## src/rtl/mem_arbiter.sv

```systemverilog
// Two-port arbiter (fetch/data) sequencing phy_mem reads and edge-triggered writes; read ack at grant+READ_CYCLES+1, write ack at grant+WRITE_CYCLES+2.
// Ports stall while waiting; define ARB_ROUND_ROBIN_EN for alternating grant on contention, otherwise the data port always wins.
module mem_arbiter #(
   parameter int READ_CYCLES  = 2,
   parameter int WRITE_CYCLES = 4
) (
   input  logic        i_clk50M,
   input  logic        i_rst,
   input  logic        i_if_req,
   input  logic [31:0] i_if_addr,
   output logic        o_if_ack,
   output logic [31:0] o_if_rdata,
   output logic        o_if_stall,
   input  logic        i_mem_req,
   input  logic        i_mem_we,
   input  logic [31:0] i_mem_addr,
   input  logic [31:0] i_mem_wdata,
   output logic        o_mem_ack,
   output logic [31:0] o_mem_rdata,
   output logic        o_mem_stall,
   output logic        o_phy_is_write,
   output logic [31:0] o_phy_addr,
   output logic [31:0] o_phy_wdata,
   input  logic [31:0] i_phy_rdata
);

   typedef enum logic [2:0] {
      S_IDLE,
      S_RD,
      S_WR,
      S_GAP,
      S_ACK
   } state_t;

   localparam logic [2:0] LP_RD_CNT = 3'(READ_CYCLES);
   localparam logic [2:0] LP_WR_CNT = 3'(WRITE_CYCLES);

   state_t      r_state;
   state_t      w_next;
   logic [2:0]  r_cnt;
   logic        r_owner;      // 1 = data port; doubles as last-grant bit
   logic        r_we;
   logic [31:0] r_addr;
   logic [31:0] r_wdata;
   logic [31:0] r_if_rdata;
   logic [31:0] r_mem_rdata;
   logic        w_any_req;
   logic        w_grant_mem;

   assign w_any_req = i_if_req | i_mem_req;

`ifdef ARB_ROUND_ROBIN_EN
   assign w_grant_mem = i_mem_req & (~i_if_req | ~r_owner);
`else
   assign w_grant_mem = i_mem_req;
`endif

   always_comb begin
      w_next = r_state;
      case (r_state)
         S_IDLE: begin
            if (w_any_req) begin
               w_next = (w_grant_mem & i_mem_we) ? S_WR : S_RD;
            end
         end
         S_RD: begin
            if (r_cnt == LP_RD_CNT) begin
               w_next = S_ACK;
            end
         end
         S_WR: begin
            if (r_cnt == LP_WR_CNT) begin
               w_next = S_GAP;
            end
         end
         S_GAP:   w_next = S_ACK;
         S_ACK:   w_next = S_IDLE;
         default: w_next = S_IDLE;
      endcase
   end

   always_ff @(posedge i_clk50M or negedge i_rst) begin
      if (!i_rst) begin
         r_state     <= S_IDLE;
         r_cnt       <= 3'd0;
         r_owner     <= 1'b0;
         r_we        <= 1'b0;
         r_addr      <= 32'd0;
         r_wdata     <= 32'd0;
         r_if_rdata  <= 32'd0;
         r_mem_rdata <= 32'd0;
      end else begin
         r_state <= w_next;
         if (r_state == S_IDLE) begin
            r_cnt <= 3'd1;
         end else begin
            r_cnt <= r_cnt + 3'd1;
         end
         if (r_state == S_IDLE && w_any_req) begin
            r_owner <= w_grant_mem;
            r_we    <= w_grant_mem & i_mem_we;
            r_addr  <= w_grant_mem ? i_mem_addr : i_if_addr;
            if (w_grant_mem) begin
               r_wdata <= i_mem_wdata;
            end
         end
         if (r_state == S_RD && r_cnt == LP_RD_CNT) begin
            if (r_owner) begin
               r_mem_rdata <= i_phy_rdata;
            end else begin
               r_if_rdata <= i_phy_rdata;
            end
         end
      end
   end

   assign o_phy_is_write = (r_state == S_WR);
   assign o_phy_addr     = r_addr;
   assign o_phy_wdata    = r_wdata;
   assign o_if_ack       = (r_state == S_ACK) & ~r_owner;
   assign o_mem_ack      = (r_state == S_ACK) & r_owner;
   assign o_if_rdata     = r_if_rdata;
   assign o_mem_rdata    = r_mem_rdata;
   // Gated by reset so every output reads 0 while reset is held.
   assign o_if_stall     = i_rst & i_if_req & ~o_if_ack;
   assign o_mem_stall    = i_rst & i_mem_req & ~o_mem_ack;

endmodule

```

## config.mk

```make
export PLATFORM = sky130hd
export DESIGN_NAME = mem_arbiter
export DESIGN_NICKNAME = d
export VERILOG_FILES = /design/src/rtl/mem_arbiter.sv
export SDC_FILE = /design/constraint.sdc
export NUM_CORES = 1
export LEC_CHECK = 0
export CAP_MARGIN = 20
export CORE_MARGIN = 2
export CORE_UTILIZATION = 39
export DETAILED_ROUTE_END_ITERATION = 6
export HOLD_SLACK_MARGIN = 0.12
export PLACE_DENSITY_LB_ADDON = 0.15
export SETUP_SLACK_MARGIN = 0.05
export SYNTH_ARGS = -nofsm -noshare
export SYNTH_HDL_FRONTEND = slang
export SYNTH_SLANG_ARGS = --single-unit
```

## constraint.sdc

```tcl
create_clock -name i_clk50M -period 1.99 [get_ports i_clk50M]
set_clock_uncertainty 0.05 [all_clocks]
set_input_delay 0.2985 -clock i_clk50M [delete_from_list [all_inputs] [get_ports i_clk50M]]
set_output_delay 0.2985 -clock i_clk50M [all_outputs]
set_load 0.1 [all_outputs]
```

# --- Yosys cells after proc, flatten, opt, wreduce, memory -nomap -nowiden ---
# Cells that the tools add are included.
word_totals:
  output_inout_bits: 133
  register_bits: 135
  wordCells: 42
op_classes:
  n_bitwise: 11
  n_addsub: 1
  n_reduce_logical: 7
  mux: 7
  n_eq_ne: 9
op_table:
  columns: ["cell", "count"]
  rows:
  - ["32-bit two-way mux", 1]
  - ["3-bit two-way mux", 4]
  - ["3-bit one-hot mux with 4 select lines", 1]
  - ["3-bit by 2-bit == test with 1-bit output, second input constant", 3]
  - ["1-bit AND", 7]
  - ["3-bit == test, second input constant", 2]
  - ["2-bit AND reduction", 3]
  - ["2-bit by 1-bit != test with 1-bit output, second input constant", 2]
  - ["3-bit by 1-bit adder with 3-bit output, second input constant", 1]
  - ["3-bit by 1-bit == test with 1-bit output, second input constant", 1]
  - ["3-bit logical NOT", 1]
  - ["1-bit NOT", 3]
  - ["3-bit AND reduction", 1]
  - ["1-bit logical AND", 2]
  - ["2-bit two-way mux", 1]
  - ["2-bit != test, second input constant", 1]
  - ["1-bit OR", 1]

# --- Logic depth before layout (Yosys ltp) ---
logic_depth:
  ltp_word: 4
  mapped_depth: 7

# --- Least setup slack after synthesis ---
# OpenSTA, ideal clock, no wires.
synth_path:
  kind: "register to output"
  start: "reg r_state[1]"
  end: "out o_phy_is_write"
  n_path_buf: 1
  required_ps: 1641
  path_stages_with_launch: 3
  setup_slack_ps: -1073
  arrival_time_ps: 2714
  cell_sequence: "dfrtp_1 -> buf_2 -> nor3b_1"
synth_via:
  elab_chain_len: 1
synth_rtl:
  columns: ["item", "line_no", "text"]
  rows:
  - ["start, declared", "38", "state_t r_state;"]
  - ["start signal, assigned", "93", "r_state <= w_next;"]
  - ["3-bit by 2-bit == test with 1-bit output", "117", "assign o_phy_is_write = (r_state == S_WR);"]
  - ["end, declared", "21", "output logic o_phy_is_write,"]
# Every way passes these cells.

# --- Final worst setup path ---
layout_path:
  start: "reg r_state[1]"
  end: "out o_if_stall"
layout_via:
  elab_chain_len: 4
layout_rtl:
  columns: ["item", "line_no", "text"]
  rows:
  - ["3-bit == test", "120", "assign o_if_ack = (r_state == S_ACK) & ~r_owner;"]
  - ["1-bit AND", "120", null]
  - ["1-bit NOT", "125", "assign o_if_stall = i_rst & i_if_req & ~o_if_ack;"]
  - ["1-bit AND", "125", null]
  - ["end, declared", "13", "output logic o_if_stall,"]
# Every way passes these cells.

==> key figures <==
Run status
  – Status: completed

Worst hold path
  – WHS Path Cells: 3
  – Hold Crit Class: in2reg

Clock network
  – Clk slew on worst S/H paths: 50 ps
  – TritonCTS buffer count: 17
  – Clock sink count: 135
  – Clock tree buffer depth: 2
  – CTS H-tree depth: 4
  – CTS root buf: clkbuf_16
  – CTS tree: built
  – Worst skew pair latency: between 400 and 500 ps

Floorplanning
  – I/O Pins: 266
  – Vert. Die Dim: about 120 um
  – Initial Util: 39.85%
  – DIE WIDTH: 123.1 um
  – Num rows: 43
  – Die area: ~15000 sq um
  – Core Footprint: 13880 sq um

Placement
  – GP Congestion: 0.8014
  – HPWL after DPL: 10510 um
  – DP Worst Slack: 183.7 ps
  – Port Buffers: 265
  – Placed cells: a little over 800

Logic synthesis
  – Post-synth top area share: 61.07%
  – Mapped cell area: 5532 sq um
  – Synthesized instance count: 392
  – Unique masters post-synth: 28
  – Post-synthesis sequential area ratio: 61.07%
  – Yosys warning total: 0
  – Seq cells post-synth: 135
  – Yosys top cell by area: dfrtp_1
  – Post-Syn Nets: 528
  – Syn avg cell area: 14.11 sq um
  – Synth area leaders: dfrtp_1, mux2_1, mux2_2

Setup path
  – Crit path cell chain: nor2_1, and3_2, nor2_4, buf_12
  – RR Startpoint: r_state[2]
  – R2R setup slack: 220 ps
  – Crit path depth: 4
  – Max Fanout on Critical Path: 8
  – Kind of critical path: reg2out
  – Reg2Reg Depth: 4
  – Delay-heaviest family, CP: simple AND/OR/NAND/NOR gates
  – Slowest stage cell, crit path: dfrtp_2
  – Crit end category: output pin
  – Max incr delay on CP: roughly 460 ps
  – Crit path capture: o_if_stall
  – CP bufs+invs: 1
  – Worst path arrival time: 1530 ps
  – Startpoint Class: register
  – Worst Setup SP: r_state[1]
  – WP data required: 1640 ps
  – R2R Path End: o_mem_rdata[13]

STA
  – Hold Worst Slack: 216.7 ps
  – Hold Vio Cnt, Final: 0
  – Worst-margin pin slew: 614.9 ps
  – Slew headroom: 59.01%
  – Period minus WS final: roughly 1900 ps
  – Final worst slack: 113.5 ps
  – Final-report setup violation count: 0
  – F_max: 0.5329 GHz
  – Tcrit/Tclk final: between 90% and 100%
  – Unrepaired setup endpoints after global routing: no
  – Final Max Slew Viols: 0

Final layout
  – Layout cells sized above 1: about a third
  – Final Non-Filler Cells: 853
  – Area grow syn2layout: 57.77%
  – Nets: 796
  – Commonest cells after routing, fill and taps aside: buf_4, dfrtp_1, clkdlybuf4s50_1
  – Ant. Diodes: 0
  – Final core occ: 62.87%
  – Commonest non-fill, non-tap cell in the layout: buf_4
  – Filler cells: 1114

GRT
  – Initial antenna violation count: 0
  – Vias in the first global route: 4391
  – Tot GR Track Use: 19.23%
  – Largest net degree at the start of global routing: 116
  – First-pass GRT wire length: 21820 um
  – Total gr overflow: 0

Route
  – Met2 Wirelength: 7103 um
  – Initial DRC Count: 184
  – Top Metal Used: met4
  – Residual DRC: 0
  – Routed Antenna Nets: 0
  – Met3 Routed Length: 1230 um
  – Via count: 4181
  – Drt wl/cell: 16.76 um
  – Met1 WL: 5542 um
  – Mean number of vias per cell: 4.902
  – DRT Pass-1 Iters: 4
  – Detailed Route WL: roughly 14000 um

Run
  – # Max-Cap Violations: 0
layout make-up:
| cell class | count | area (sq um) | area share [%] |
|---|---|---|---|
| clock buffers | 25 | 505.5 | 5.792 |
| clock inverters | 7 | 91.34 | 1.047 |
| well taps | 180 | 225.2 | 2.581 |
| flip-flops and latches | 135 | 3381 | 38.74 |
| repair buffers | 277 | 2537 | 29.08 |
| multi-input cells | 225 | 1972 | 22.59 |
| inverters | 4 | 15.01 | 0.1720 |
metrics by stage:
stage	setup TNS (ps)	area, sq um
3_3_place_gp	0	8114
3_5_place_dp	0	8114
5_1_grt	0	8727
4_1_cts	0	8722
2_1_floorplan	-72.17	5554
6_report	0	8727
cells by family after synthesis:
family / synth area share [%]
DFF: 61.07
muxes: 25.33
AOI/OAI and AO/OA: 6.379
buffers and inverters: 3.687
and+or+nand+nor: 2.692
adders and majority gates: 0.6787
xor gates and xnor gates: 0.1584
metal layers:
metal / vias up / GRT usage, %
li1: 1921 / -
met1: 2040 / 22.33
met2: 189 / 31.94
met3: 31 / 6.411
met4: 0 / 9.446
met5: - / 0
worst min-delay path by stage:
stage / from / endpoint / slack [ps]
3_5_place_dp: i_rst / o_phy_addr[29] / 120
6_report: i_mem_req / r_state[1] / 220
4_1_cts: i_mem_req / r_state[1] / 190
3_3_place_gp: i_rst / o_phy_addr[29] / 120
5_1_grt: i_mem_req / r_state[1] / 210
2_1_floorplan: i_rst / o_if_rdata[0] / -50
tightest hold or removal path, cell delays in order:
cell     delay (ps)
buf_2           140
a21oi_1         150
nor3_1           50
flip-flops by register name, indices dropped and copies added (netlist names):
| register | count |
|---|---|
| r_cnt | 3 |
| r_state | 3 |
| r_owner | 1 |
| o_phy_addr | 32 |
| o_mem_rdata | 32 |
| o_phy_wdata | 32 |
| o_if_rdata | 32 |
cell usage after synthesis, drive strengths merged:
| cell type | number |
|---|---|
| mux2 | 96 |
| nor2 | 5 |
| buf | 19 |
| a211o | 1 |
| nor3 | 2 |
| clkbuf | 9 |
| nor2b | 2 |
| and3 | 3 |
| or2 | 1 |
| dfrtp | 135 |
| nand3 | 1 |
| nor3b | 3 |
| inv | 4 |
| o21bai | 1 |
| nand2 | 4 |
| mux2i | 32 |
| xnor2 | 1 |
| o22ai | 1 |
| ha | 3 |
| a21oi | 66 |
| and2 | 2 |
| nand2b | 1 |
timing repair:
| action | 4_1_cts | 5_1_grt |
|---|---|---|
| buffers inserted | 0 | 0 |
| gates resized for setup | 1 | 2 |
| setup endpoints to repair | 2 | 2 |
| hold buffers | 1 | 0 |
| endpoints found under the hold margin | 20 | 0 |
| cloned | 0 | 0 |
Power is not shown: default switching activity piles up to over one toggle a cycle in this logic, so the estimate is an artifact.
